--- src/rtl/fft_pkg.sv ---
// Shared defaults and state encoding for the FFT frame buffer.
package fft_pkg;

  localparam int N_POINTS_DEF = 8;
  localparam int DATA_W_DEF   = 16;
  localparam int LOG2_N       = $clog2(N_POINTS_DEF);

  typedef enum logic {
    FILL  = 1'b0,
    DRAIN = 1'b1
  } state_t;

endpackage

--- src/rtl/fft_bitrev.sv ---
// Combinational index bit-order reversal used for read addressing.
module fft_bitrev #(
  parameter int unsigned LOG2_N = 3
) (
  input  logic [LOG2_N-1:0] idx,
  output logic [LOG2_N-1:0] rev
);

  always_comb begin
    rev = '0;
    for (int unsigned i = 0; i < LOG2_N; i++) begin
      rev[i] = idx[LOG2_N-1-i];
    end
  end

endmodule

--- src/rtl/fft_frame_buffer.sv ---
// Single-frame buffer: fills in natural order, drains in bit-reversed order.
module fft_frame_buffer
  import fft_pkg::*;
#(
  parameter int N_POINTS = N_POINTS_DEF,
  parameter int DATA_W   = DATA_W_DEF
) (
  input  logic                        clk,
  input  logic                        rst,
  input  logic                        en,
  input  logic                        req_i,
  input  logic [DATA_W-1:0]           data_i,
  output logic                        ans_o,
  output logic                        req_o,
  input  logic                        ans_i,
  output logic [DATA_W-1:0]           data_o,
  output logic [$clog2(N_POINTS)-1:0] addr_o,
  output logic                        last_o,
  output logic [7:0]                  frame_cnt_o
);

  localparam int unsigned AW = $clog2(N_POINTS);
  localparam logic [AW-1:0] LAST_IDX = AW'(N_POINTS - 1);

  state_t          state, state_nxt;
  logic [AW-1:0]   wr_cnt, rd_cnt, rd_addr;
  logic [DATA_W-1:0] mem [N_POINTS];
  logic            wr_fire, rd_fire;

  always_ff @(posedge clk or negedge rst) begin
    if (!rst) state <= FILL;
    else      state <= state_nxt;
  end

  // Handshake outputs depend only on state (and en), never on req_i/ans_i.
  always_comb begin
    state_nxt = state;
    ans_o     = 1'b0;
    req_o     = 1'b0;
    case (state)
      FILL: begin
        ans_o = en;
        if (req_i && en && (wr_cnt == LAST_IDX)) state_nxt = DRAIN;
      end
      DRAIN: begin
        req_o = 1'b1;
        if (ans_i && (rd_cnt == LAST_IDX)) state_nxt = FILL;
      end
      default: state_nxt = FILL;
    endcase
  end

  assign wr_fire = req_i & ans_o;
  assign rd_fire = req_o & ans_i;
  assign last_o  = (state == DRAIN) && (rd_cnt == LAST_IDX);

  always_ff @(posedge clk or negedge rst) begin
    if (!rst) begin
      wr_cnt      <= '0;
      rd_cnt      <= '0;
      frame_cnt_o <= '0;
    end else begin
      if (wr_fire) begin
        wr_cnt <= (wr_cnt == LAST_IDX) ? '0 : wr_cnt + 1'b1;
      end
      if (rd_fire) begin
        if (last_o) begin
          rd_cnt      <= '0;
          frame_cnt_o <= frame_cnt_o + 1'b1;
        end else begin
          rd_cnt <= rd_cnt + 1'b1;
        end
      end
    end
  end

  always_ff @(posedge clk) begin
    if (wr_fire) mem[wr_cnt] <= data_i;
  end

  fft_bitrev #(.LOG2_N(AW)) u_bitrev (
    .idx (rd_cnt),
    .rev (rd_addr)
  );

  // rd_cnt is 0 outside DRAIN, so addr_o reads as 0 in FILL and reset.
  assign addr_o = rd_addr;
  assign data_o = mem[rd_addr];

endmodule

--- config.mk ---
export PLATFORM = sky130hd
export DESIGN_NAME = fft_frame_buffer
export DESIGN_NICKNAME = d
export VERILOG_FILES = /design/src/rtl/fft_pkg.sv /design/src/rtl/fft_bitrev.sv /design/src/rtl/fft_frame_buffer.sv
export SDC_FILE = /design/constraint.sdc
export NUM_CORES = 1
export LEC_CHECK = 0
export ABC_AREA = 1
export CELL_PAD_IN_SITES_DETAIL_PLACEMENT = 0
export CELL_PAD_IN_SITES_GLOBAL_PLACEMENT = 1
export CORE_AREA = 2 2 173 132
export DETAILED_ROUTE_END_ITERATION = 10
export DIE_AREA = 0 0 175 134
export PLACE_DENSITY_LB_ADDON = 0.25
export SYNTH_ARGS = -nofsm -noshare
export SYNTH_HDL_FRONTEND = slang
export SYNTH_SLANG_ARGS = --single-unit
--- constraint.sdc ---
create_clock -name clk -period 4.5 [get_ports clk]
set_input_delay 1.125 -clock clk [delete_from_list [all_inputs] [get_ports clk]]
set_output_delay 1.125 -clock clk [all_outputs]
set_load 0.01 [all_outputs]
* After elaboration in Yosys (flattened, before gate mapping)
Memory sizes are Yosys's and may differ from the RTL's.
Cells that the tools add are included.
** Cells by class
- Reduce and logical (&&, ||, !) cells :: 5
- Add/sub/neg operators :: 3
- Multipliers :: 0
- Muxes and demuxes :: 9
- Bitwise logic cells :: 3
- Equality and inequality tests :: 2
- Shift operators :: 0
- Div/mod/pow operators :: 0
- $lt $le $gt $ge :: 0
** Operators with widths (number)
- $add 8x1->8 const B :: 1
- $add 3x1->3 const B :: 2
- $eq 3x3->1 const B :: 2
- $mux 1 :: 6
- $mux 3 :: 2
- $logic_and 1x1->1 :: 4
- $and 1x1->1 :: 2
- $pmux 1 s2 :: 1
- $reduce_and 2->1 :: 1
- $not 1->1 :: 1
** Word-level totals
- Memories kept :: 1
- Logic and storage cells :: 27
- Output and inout bits :: 30
- Register bits :: 15
- Latch bits :: 0
- Bits in read-only memories :: 0
- Memory bits (writable) :: 128
** Memory list
- mem :: words 8, bits a word 16, rd ports 1, clocked after Yosys merged registers in 0, write ports 1, line fft_frame_buffer.sv:27 : logic [DATA_W-1:0] mem [N_POINTS];

* Longest topological paths before layout
- Word-level depth :: 4
- Gate-level depth with buffers :: 8
- Mapped depth without buffers :: 8

* Hierarchy
Synthesis repeated with hierarchy kept, for this count alone.
** Second synthesis, totals
- Cells, all modules :: 662
- Area total of the unflattened synthesis :: 6438.7 sq um
** Modules (own cells, without submodules)
- fft_frame_buffer :: times used 1, cells each 659, area each 6416.2 sq um
- fft_bitrev :: times used 1, cells each 3, area each 22.5 sq um

* Worst setup path before layout
OpenSTA, ideal clock, no wires.
- Path type :: input to register
- Start point :: input port en
- End point :: memory mem[0][0] (netlist name), enable pin
- Stages on the path :: 6
- Data arrival time :: 2357 ps
- Buffers on the path :: 0
- Slack :: 1755 ps
- Cells stage by stage :: inv_1 > nor2_1 > nand2_1 > inv_2 > nand2_1 > nor2_1
** On the way
- Word-level cells in the longest chain between the ends :: 4
** Ends and longest elaborated chain
- start: declaration :: line fft_frame_buffer.sv:10 : input logic en,
- $mux 1 :: line fft_frame_buffer.sv:40 : case (state)
- via ans_o :: line fft_frame_buffer.sv:13 : output logic ans_o,
- $and 1x1->1 :: line fft_frame_buffer.sv:53 : assign wr_fire = req_i & ans_o;
- $mux 1 :: line fft_frame_buffer.sv:78 : if (wr_fire) mem[wr_cnt] <= data_i;
- $mux 1 (implied by the code) :: line fft_frame_buffer.sv:78
- end: declaration :: line fft_frame_buffer.sv:27
The timed path passes the listed nets, and every way through them passes these cells.

* Worst setup path in the final report
- Start point :: register rd_cnt[0]
- End point :: output port data_o[10]
** On the way
- Word-level cells in the longest chain between the ends :: 1
** Ends and longest elaborated chain
- start: declaration :: line fft_frame_buffer.sv:26 : logic [AW-1:0] wr_cnt, rd_cnt, rd_addr;
- start signal: assignment :: line fft_frame_buffer.sv:71 : rd_cnt <= rd_cnt + 1'b1;
- $mem_v2 8x16
- end: declaration :: line fft_frame_buffer.sv:16 : output logic [DATA_W-1:0] data_o,
Every way passes these cells.

==> reports/qor.csv <==
metric;value;unit
depth of the CTS H-tree;4;
count leader, synth;nand2_1;
FP Rows;47;
crit-path most repeated cell;nand2_1;
clock slew seen by the registers of the worst setup and hold paths;60;ps
CP endpoint kind;output pin;
Worst Hold Path EP;frame_cnt_o[7]$_DFFE_PN0P_;
number of clock sinks;143;
Critical Path AT;2560;ps
max-slew violation count;0;
hold-fix buffers at CTS;0;
WHS Path Cells;2;
Req. time, crit path;3380;ps
area grow syn2layout;20.95;%
number of global-route vias before repair;4189;
Post-DRT Antenna Nets;0;
later-pin clock latency in the skew report;420;ps
EDFF count, synth;128;
PwrDens;577.4;nW/um2
yosys warns;0;
initial antenna violation count;0;
Initial Utilization;29.46;%
Synth area leader;edfxtp_1;
Reg2Reg Depth;7;
drt via density;4.123;
Crit Path Max Fanout;18;
drt wl/cell;14.57;um
Mean Syn Cell Area;9.828;um2
worst hold slack;497.7;ps
routability cong.;0.7543;
CTS Buf Count;17;
# nets final;739;
Antenna diodes;0;
Post-CTS Setup Inserts;0;
routed vias;4205;
post-CTS sizing;0;
max_cap viols;0;
Largest delay share family, worst path;buffers and inverters;
async set or reset register ratio after synthesis;10.49;%
Die X-Extent;175;um
drt first pass iters;4;
GRT Total Usage;13.54;%
Post-synth top cells;nand2_1 (234), inv_1 (143), edfxtp_1 (128), nand3_1 (74), dfrtp_1 (15);
Fin. Hold Viols;0;
share of layout cells above drive strength 1;7.025;%
crit path time final;3685;ps
leakage;3.487;nW
Worst setup SP type;register;
Final HPWL DP;8.817;mm
overall power;4.489;mW
die area;23450;um2
setup slack, reg-to-reg;2470;ps
core box area;21820;um2
Port Buf Inserts;50;
final setup fails;0;
fin crit share;81.88;%
total gr overflow;0;
DR iter-0 viols;234;
Hold WC Path Type;reg2reg;
hold_sp;frame_cnt_o[7]$_DFFE_PN0P_;
status;complete, no violations;
critical path, cell by cell;clkinv_1 -> nand2_1 -> nand2_1 -> clkdlybuf4s50_1;
worst r2r dst;frame_cnt_o[6]$_DFFE_PN0P_;
largest net degree at the start of global routing;67;
Root Buffer;clkbuf_16;
drt drc;0;
Clock Skew;8.090;ps
register area share after synthesis;65.64;%
CTS tree;built;
setup TNS;0;ps
highest clock rate;0.2714;GHz
Slowest-stage cell, CP;clkinv_1;
synthesized flop and latch total;143;
Post-Route WL;14.86;mm
final core utilization;35.63;%
Slowest Stage Delay on Critical Path;750;ps
io pins;51;
top cells by area, synth;edfxtp_1 (60%), nand2_1 (14%), inv_1 (8.4%);
clock buffer depth;2;
Mapped Cells;654;
Syn Nets;680;
crit path buf inv count;2;
WS Path Type;reg2out;
Crit Reg-Reg Startpoint;rd_cnt[2]$_DFFE_PN0P_;
Slew @ Worst Pin;808.8;ps
first-pass GRT wire length;23.31;mm
top cell type's share of synthesized area;59.80;%
synthesized area;6427;um2
Die Height;134;um
RSZ-0062 raised after global routing;false;
Slew headroom;45.74;%
maximum vdd drop;0.2440;mV
Synth Flop Type;edfxtp_1;
Yosys cell types;20;
worst max-delay path by stage:
stage / start / endpoint / cells past startpoint
after floorplan: en / mem[0][0]$_DFFE_PP_ / 6
after global placement: en / ans_o / 4
after detailed placement: en / ans_o / 4
after CTS: rd_cnt[0]$_DFFE_PN0P_ / data_o[10] / 4
after global routing: rd_cnt[0]$_DFFE_PN0P_ / data_o[12] / 4
final: rd_cnt[0]$_DFFE_PN0P_ / data_o[10] / 4
tightest hold or removal path: cells and delay by family, from the launching register on:
| kind | cells | cell delay [ps] |
|---|---|---|
| flip-flops | 1 | 360 |
| AND/OR/NAND/NOR | 2 | 100 |
metal layers:
metal	up-vias	part of all wire [%]	GRT usage, %
met5	-	0	0
met1	1951	47	17.91
li1	2151	-	-
met3	17	5.3	3.486
met4	0	1.3	3.935
met2	86	46	22.02
through the flow:
stage	instance area (um2)	setup WS (ps)	cells
final	7774	815.2	1020
after global routing	7774	629.0	1020
after CTS	7774	765.0	1020
after detailed placement	7226	1091	988
after global placement	7226	1101	988
after floorplan	6427	1755	654
registers in the layout, indices dropped and copies added, names as in the netlist:
register / flops
wr_cnt: 3
rd_cnt: 3
state: 1
frame_cnt_o: 8
mem: 128
power by group:
group | switching [mW] | leakage (nW) | total (mW) | internal, mW
logic | 0.959 | 1.88 | 1.55 | 0.595
clock network | 0.551 | 0.258 | 1.30 | 0.754
registers | 0.0644 | 1.35 | 1.63 | 1.57
layout by cell type, fill, tap and decap left out:
cell type / synthesis / routed
o21ai_0: 7 / 7
clkinv_1: 1 / 2
edfxtp_1: 128 / 128
ha_1: 5 / 5
clkdlybuf4s50_1: 0 / 50
nand3_4: 1 / 1
dfrtp_1: 15 / 14
dfrtp_2: 0 / 1
buf_4: 8 / 13
nor2_4: 1 / 1
xnor2_1: 1 / 1
clkbuf_16: 0 / 17
nand3_1: 74 / 74
nand2_1: 234 / 234
nor3_1: 1 / 1
buf_12: 0 / 1
inv_2: 3 / 3
nand3b_1: 1 / 1
inv_1: 143 / 143
clkinv_4: 0 / 2
nor2_1: 12 / 12
clkinvlp_4: 0 / 5
xor2_1: 3 / 3
clkinv_2: 0 / 5
inv_6: 0 / 1
bufinv_16: 0 / 1
layout make-up:
| type | count | area, um2 |
|---|---|---|
| Timing Repair Buffer | 64 | 618.1 |
| Tap cell | 294 | 367.9 |
| Sequential cell | 143 | 4220 |
| Clock inverter | 15 | 122.6 |
| Fill cell | 2182 | 14040 |
| Inverter | 147 | 551.8 |
| Multi-Input combinational cell | 340 | 1468 |
| Clock buffer | 17 | 425.4 |
kinds of logic (layout without fill, tap and decap cells):
group           Yosys count  after routing  synth area share (%)
simple gates            324            324                 20.77
xor+xnor                  4              4                0.5452
fa+ha+maj                 5              5                0.9733
flops                   143            143                 65.64
compound gates            7              7                0.5450
buf+inv                 171            243                 11.52
No activity file was read; power rests on OpenSTA's default activity.
